$ cat config.mk
export PLATFORM = sky130hd
export DESIGN_NAME = life_gen_ctrl
export DESIGN_NICKNAME = d
export VERILOG_FILES = /design/src/rtl/life_gen_ctrl.sv
export SDC_FILE = /design/constraint.sdc
export NUM_CORES = 1
export LEC_CHECK = 0
export CAP_MARGIN = 20
export CORE_MARGIN = 2
export CORE_UTILIZATION = 29
export CTS_BUF_LIST = sky130_fd_sc_hd__clkbuf_16
export DETAILED_ROUTE_END_ITERATION = 10
export GPL_ROUTABILITY_DRIVEN = 0
export PLACE_DENSITY_LB_ADDON = 0.08
export SYNTH_ARGS = -nofsm -noshare
export SYNTH_HDL_FRONTEND = slang
export SYNTH_SLANG_ARGS = --single-unit
$ cat constraint.sdc
create_clock -name clk -period 4.22 [get_ports clk]
set_input_delay 1.055 -clock clk [delete_from_list [all_inputs] [get_ports clk]]
set_output_delay 1.055 -clock clk [all_outputs]
set_load 0.01 [all_outputs]
$ cat src/rtl/life_gen_ctrl.sv
// life_gen_ctrl
// Generation sequencer for a Game-of-Life cell array. It seeds the array,
// then steps each generation through the 8-phase cell evaluation sequence,
// either one generation at a time or free-running. Free-running stops when
// run drops or when an optional generation target is reached.
//
// Parameters
//   GEN_W     width of the generation counter and of the stop target
//   SEED_CYC  cycles cell_nrst is held low per load (1..15)
//
// Ports
//   clk        single clock, all logic on the rising edge
//   nrst       asynchronous active-low reset
//   load       (re)seed request; aborts any activity, highest priority
//   run        level: free-run generations while high
//   step       pulse: advance exactly one generation
//   stop_gen   halt target (0 = no target), sampled at each boundary
//   cell_nrst  registered synchronous reset to the cells (seed loads while low)
//   cell_en    registered clock-enable to the cells
//   phase      current cell evaluation phase 0..7
//   gen_count  generations completed since the last load
//   gen_done   one-cycle pulse after each completed generation
//   busy       high while seeding or running
//   halted     sticky: the stop target was reached
//   ovf        sticky: gen_count wrapped
module life_gen_ctrl #(
  parameter int GEN_W    = 16,
  parameter int SEED_CYC = 2
) (
  input  logic             clk,
  input  logic             nrst,
  input  logic             load,
  input  logic             run,
  input  logic             step,
  input  logic [GEN_W-1:0] stop_gen,
  output logic             cell_nrst,
  output logic             cell_en,
  output logic [2:0]       phase,
  output logic [GEN_W-1:0] gen_count,
  output logic             gen_done,
  output logic             busy,
  output logic             halted,
  output logic             ovf
);

  typedef enum logic [1:0] {
    IDLE  = 2'd0,
    SEED  = 2'd1,
    READY = 2'd2,
    RUN   = 2'd3
  } state_t;

  localparam logic [3:0] SEED_LAST = 4'(SEED_CYC - 1);

  state_t           state, state_nxt;
  logic [3:0]       seed_cnt, seed_cnt_nxt;
  logic             by_step, by_step_nxt;
  logic [2:0]       phase_nxt;
  logic [GEN_W-1:0] gen_count_nxt;
  logic [GEN_W-1:0] gen_inc;
  logic             gen_done_nxt;
  logic             halted_nxt;
  logic             ovf_nxt;
  logic             target_hit;
  logic             cell_nrst_nxt;
  logic             cell_en_nxt;
  logic             busy_nxt;

  // State and every output are registered together, so the outputs always
  // describe the state the controller is currently in.
  always_ff @(posedge clk or negedge nrst) begin
    if (!nrst) begin
      state     <= IDLE;
      seed_cnt  <= '0;
      by_step   <= 1'b0;
      phase     <= '0;
      gen_count <= '0;
      gen_done  <= 1'b0;
      halted    <= 1'b0;
      ovf       <= 1'b0;
      cell_nrst <= 1'b0;
      cell_en   <= 1'b0;
      busy      <= 1'b0;
    end else begin
      state     <= state_nxt;
      seed_cnt  <= seed_cnt_nxt;
      by_step   <= by_step_nxt;
      phase     <= phase_nxt;
      gen_count <= gen_count_nxt;
      gen_done  <= gen_done_nxt;
      halted    <= halted_nxt;
      ovf       <= ovf_nxt;
      cell_nrst <= cell_nrst_nxt;
      cell_en   <= cell_en_nxt;
      busy      <= busy_nxt;
    end
  end

  assign gen_inc    = gen_count + 1'b1;
  // Equality only: after a target stop, resuming run passes the target and
  // will not stop on it again until the counter wraps around.
  assign target_hit = (stop_gen != '0) && (gen_inc == stop_gen);

  // Next-state logic. load overrides everything and restarts seeding, which
  // throws away a partial generation without raising gen_done.
  always_comb begin
    state_nxt     = state;
    seed_cnt_nxt  = seed_cnt;
    by_step_nxt   = by_step;
    phase_nxt     = phase;
    gen_count_nxt = gen_count;
    gen_done_nxt  = 1'b0;
    halted_nxt    = halted;
    ovf_nxt       = ovf;

    if (load) begin
      state_nxt     = SEED;
      seed_cnt_nxt  = '0;
      phase_nxt     = '0;
      gen_count_nxt = '0;
      halted_nxt    = 1'b0;
      ovf_nxt       = 1'b0;
    end else begin
      case (state)
        IDLE: begin
        end
        SEED: begin
          if (seed_cnt == SEED_LAST) begin
            state_nxt = READY;
          end else begin
            seed_cnt_nxt = seed_cnt + 4'd1;
          end
        end
        READY: begin
          // run and step together means free-run
          if (run || step) begin
            state_nxt   = RUN;
            by_step_nxt = !run;
            phase_nxt   = '0;
          end
        end
        RUN: begin
          // Phase 7 is the generation boundary; only here can RUN end, so
          // dropping run mid-generation still lets the cells finish.
          if (phase == 3'd7) begin
            gen_count_nxt = gen_inc;
            gen_done_nxt  = 1'b1;
            phase_nxt     = '0;
            if (&gen_count) begin
              ovf_nxt = 1'b1;
            end
            if (target_hit) begin
              halted_nxt = 1'b1;
            end
            if (by_step || !run || target_hit) begin
              state_nxt = READY;
            end
          end else begin
            phase_nxt = phase + 3'd1;
          end
        end
        default: begin
          state_nxt = IDLE;
        end
      endcase
    end
  end

  // Cell controls derived from the state being entered, so they line up
  // with that state once registered.
  always_comb begin
    cell_nrst_nxt = (state_nxt == READY) || (state_nxt == RUN);
    cell_en_nxt   = (state_nxt == SEED)  || (state_nxt == RUN);
    busy_nxt      = (state_nxt == SEED)  || (state_nxt == RUN);
  end

endmodule
==> run_results.csv <==
group,metric,value,unit
run_status,status,"finished clean",
power_and_ir_drop,internal_power,621,uW
worst_setup_path,cp_num_buf_inv,1,
power_and_ir_drop,p_comb_share,20.7,%
worst_setup_path,cp_max_fo,5,
final_layout,final_cell_mix,"45 x clkdlybuf4s50_1, 31 x nor2_1, 30 x dfrtp_1",
clock_tree,postCtsHoldBufs,0,
floorplanning,rows,30,
clock_tree,clkSlewWorstSetupHoldPaths,0.05,ns
worst_setup_path,worstPathCellList,"clkdlybuf4s50_1 -> nor4_1 -> and4_1 -> nor4_1 -> nand4_2 -> nor4_2 -> a22o_1",
final_layout,drive_gt1_share,7.09,%
timing,setup_viol,0,
clock_tree,ctsRootBufferMaster,"clkbuf_16",
final_layout,antenna_cells,0,
yosys,avgSynthCellArea,9.46,um^2
floorplanning,core,6720,um^2
routing,drc,0,
final_layout,fin_nets,279,
power_and_ir_drop,p_leak,0.00102,uW
yosys,syn-num-nets,237,
worst_setup_path,crit_path_top_delay_cell,"clkdlybuf4s50_1",
power_and_ir_drop,power_density,337,nW/um^2
final_layout,fillers,690,
global_route,grt_pass1_vias,1727,
worst_setup_path,worst_setup_path_end_kind,"register",
final_layout,area_growth,30.1,%
clock_tree,cts.htree.levels,2,
routing,first_iter_violations,67,
timing,fin_skew,0.00325,ns
placement,hpwlAfterDp,3.81,mm
global_route,grt_max_degree,31,
worst_setup_path,crit_path_max_incr_delay,0.54,ns
routing,first_pass_iters,4,
power_and_ir_drop,seq_power_share,40.9,%
final_layout,final_common_cell,"clkdlybuf4s50_1",
yosys,synthArstFlopShare,100,%
floorplanning,die_h,87.0,um
clock_tree,post_cts_buffers,0,
floorplanning,dieArea,7570,um^2
clock_tree,insertion_delay,0.27,ns
power_and_ir_drop,ir_worst_vdd,178,uV
global_route,antenna_found_initial,0,
placement,dp_slack,1.29,ns
timing,hold_viol,0,
worst_setup_path,criticalPathCategory,"in -> reg",
timing,layout_setup_ws,1.57,ns
power_and_ir_drop,power_frac_clock,38.3,%
global_route,grt_pass1_wl,8.98,mm
floorplanning,num_io_pins,46,
yosys,synth_area_leaders,"dfrtp_1 38%, xnor2_1 10%, xor2_1 7.5%",
timing,setup_tns,0,ns
routing,num_vias,1681,
timing,slew_headroom,49.2,%
routing,wl,5.22,mm
floorplanning,initial_utilization,29.7,%
final_layout,multiInputGateArea,1130,um^2
yosys,syn_inst,211,
floorplanning,fp.dieW,87.0,um
timing,finalCritPeriodShare,62.7,%
clock_tree,cts_tree,"yes",
final_layout,regArea,751,um^2
routing,wire_per_inst,15.6,um
routing,viasPerCell,5.03,
yosys,yosysTopAreaCellShare,37.6,%
timing,report.final.slew_viol_count,0,
clock_tree,cts_made_buffers,5,
global_route,grt_usage,15.2,%
timing,worst_slew_pin_slew,0.759,ns
yosys,ys_seq_elements,30,
yosys,synth-edff-count,0,
timing,max_freq,378,MHz
routing,antenna_left,0,
flow_run,maxCapViolCount,0,
timing,rsz0062_at_grt,"no",
yosys,synth_area,2000,um^2
timing,period_needed,2.65,ns
yosys,synth.largest_area_cell,"dfrtp_1",
worst_setup_path,critPathTopFamily,"simple AND/OR/NAND/NOR gates",
yosys,ys_seq_area_share,37.6,%
clock_tree,clock_sinks,30,
global_route,grt.overflow.total,0,
min_path,hold_class,"reg -> reg",
worst_setup_path,cpMostUsedCell,"nor4_1",
worst_setup_path,cp.required,4.43,ns
yosys,ys.flop_type,"dfrtp_1",
worst_setup_path,cp-start-kind,"input pin",
clock_tree,cts_resized,0,
clock_tree,cts_max_path_buffers,2,
power_and_ir_drop,p_sw_share,29.0,%
worst_setup_path,worstPathArrival,2.86,ns
yosys,yosysUniqueCellTypes,44,
yosys,yosys_warnings,0,
placement,portBuffers,45,
power_and_ir_drop,switchingPower,254,uW
==> stage by stage <==
stage / std cells / power, uW / area, um^2 / hold slack [ns] / util (%)
after CTS: 334 / 892 / 2600 / 0.552 / 38.7
final: 334 / 875 / 2600 / 0.545 / 38.7
after global placement: 326 / 547 / 2460 / 0.504 / 36.6
after global routing: 334 / 933 / 2600 / 0.579 / 38.7
after floorplan: 211 / 466 / 2000 / 0.482 / -
after detailed placement: 326 / 545 / 2460 / 0.523 / 36.6
==> final timing paths <==
path                            cells past startpoint            end  slack [ns]    startpoint
worst max-delay path                                7         halted        1.57   stop_gen[7]
worst min-delay path                                2        by_step        0.54       by_step
worst max register to register                      7         halted        1.74  gen_count[0]
worst min register to register                      2        by_step        0.54       by_step
max in group asynchronous                           2  gen_count[15]        2.73          nrst
min in group asynchronous                           2  gen_count[10]        1.18          nrst
==> metal layers <==
| layer | up-vias | wire, um | GRT usage (%) |
|---|---|---|---|
| li1 | 834 | - | - |
| met1 | 795 | 2480 | 20.8 |
| met2 | 48 | 2450 | 23.8 |
| met3 | 4 | 258 | 3.41 |
| met4 | 0 | 38 | 4.69 |
| met5 | - | 0 | 0 |
==> synth_stat cells (2+ instances only) <==
| master | number |
|---|---|
| a211oi_1 | 4 |
| a21oi_1 | 7 |
| a31oi_1 | 2 |
| a32oi_1 | 3 |
| and3_1 | 3 |
| and4_1 | 2 |
| buf_6 | 4 |
| clkbuf_1 | 4 |
| dfrtp_1 | 30 |
| ha_1 | 5 |
| inv_1 | 3 |
| nand2_1 | 14 |
| nand2b_1 | 2 |
| nand3_1 | 6 |
| nand4_1 | 3 |
| nand4_2 | 4 |
| nor2_1 | 31 |
| nor3_1 | 3 |
| nor3b_1 | 3 |
| nor4_1 | 10 |
| nor4_2 | 2 |
| o21ai_0 | 3 |
| o31ai_1 | 2 |
| or3_1 | 3 |
| xnor2_1 | 23 |
| xor2_1 | 17 |
==> final cells by class <==
type | count | area share, %
timing repair buffer | 47 | 17.9
tap | 80 | 3.85
inverter | 3 | 0.433
clock buffer | 5 | 4.81
sequential | 30 | 28.9
clock inverter | 3 | 0.481
multi-input combinational | 166 | 43.6
==> tightest hold or removal path, delay by kind of cell (launching register included) <==
family,cells,cell delay [ns]
AO/OA/AOI/OAI,2,0.15
flip-flops,1,0.34
==> power groups by stage <==
stage	combinational [uW]	clock, uW	sequential, uW
floorplan	122	0	344
global route	210	361	362
detailed placement	183	0	362
global placement	183	0	363
CTS	185	349	358
finish	182	336	358
==> sequential cells by signal, indices dropped and copies added, names as in the netlist <==
signal / flops
by_step: 1
cell_nrst: 1
gen_count: 16
gen_done: 1
halted: 1
ovf: 1
phase: 3
seed_cnt: 4
state: 2
==> cells by family (layout without fill, tap and decap cells) <==
| logic type | count (synthesis) | count (layout) | share of synthesized area [%] |
|---|---|---|---|
| AND/OR/NAND/NOR | 92 | 92 | 26.0 |
| XOR/XNOR | 40 | 40 | 17.5 |
| flip-flops | 30 | 30 | 37.6 |
| AO/OA/AOI/OAI | 29 | 29 | 10.1 |
| buffers and inverters | 15 | 58 | 5.64 |
| adder cells (fa/ha/maj) | 5 | 5 | 3.13 |
(Power assumes the default switching activity.)
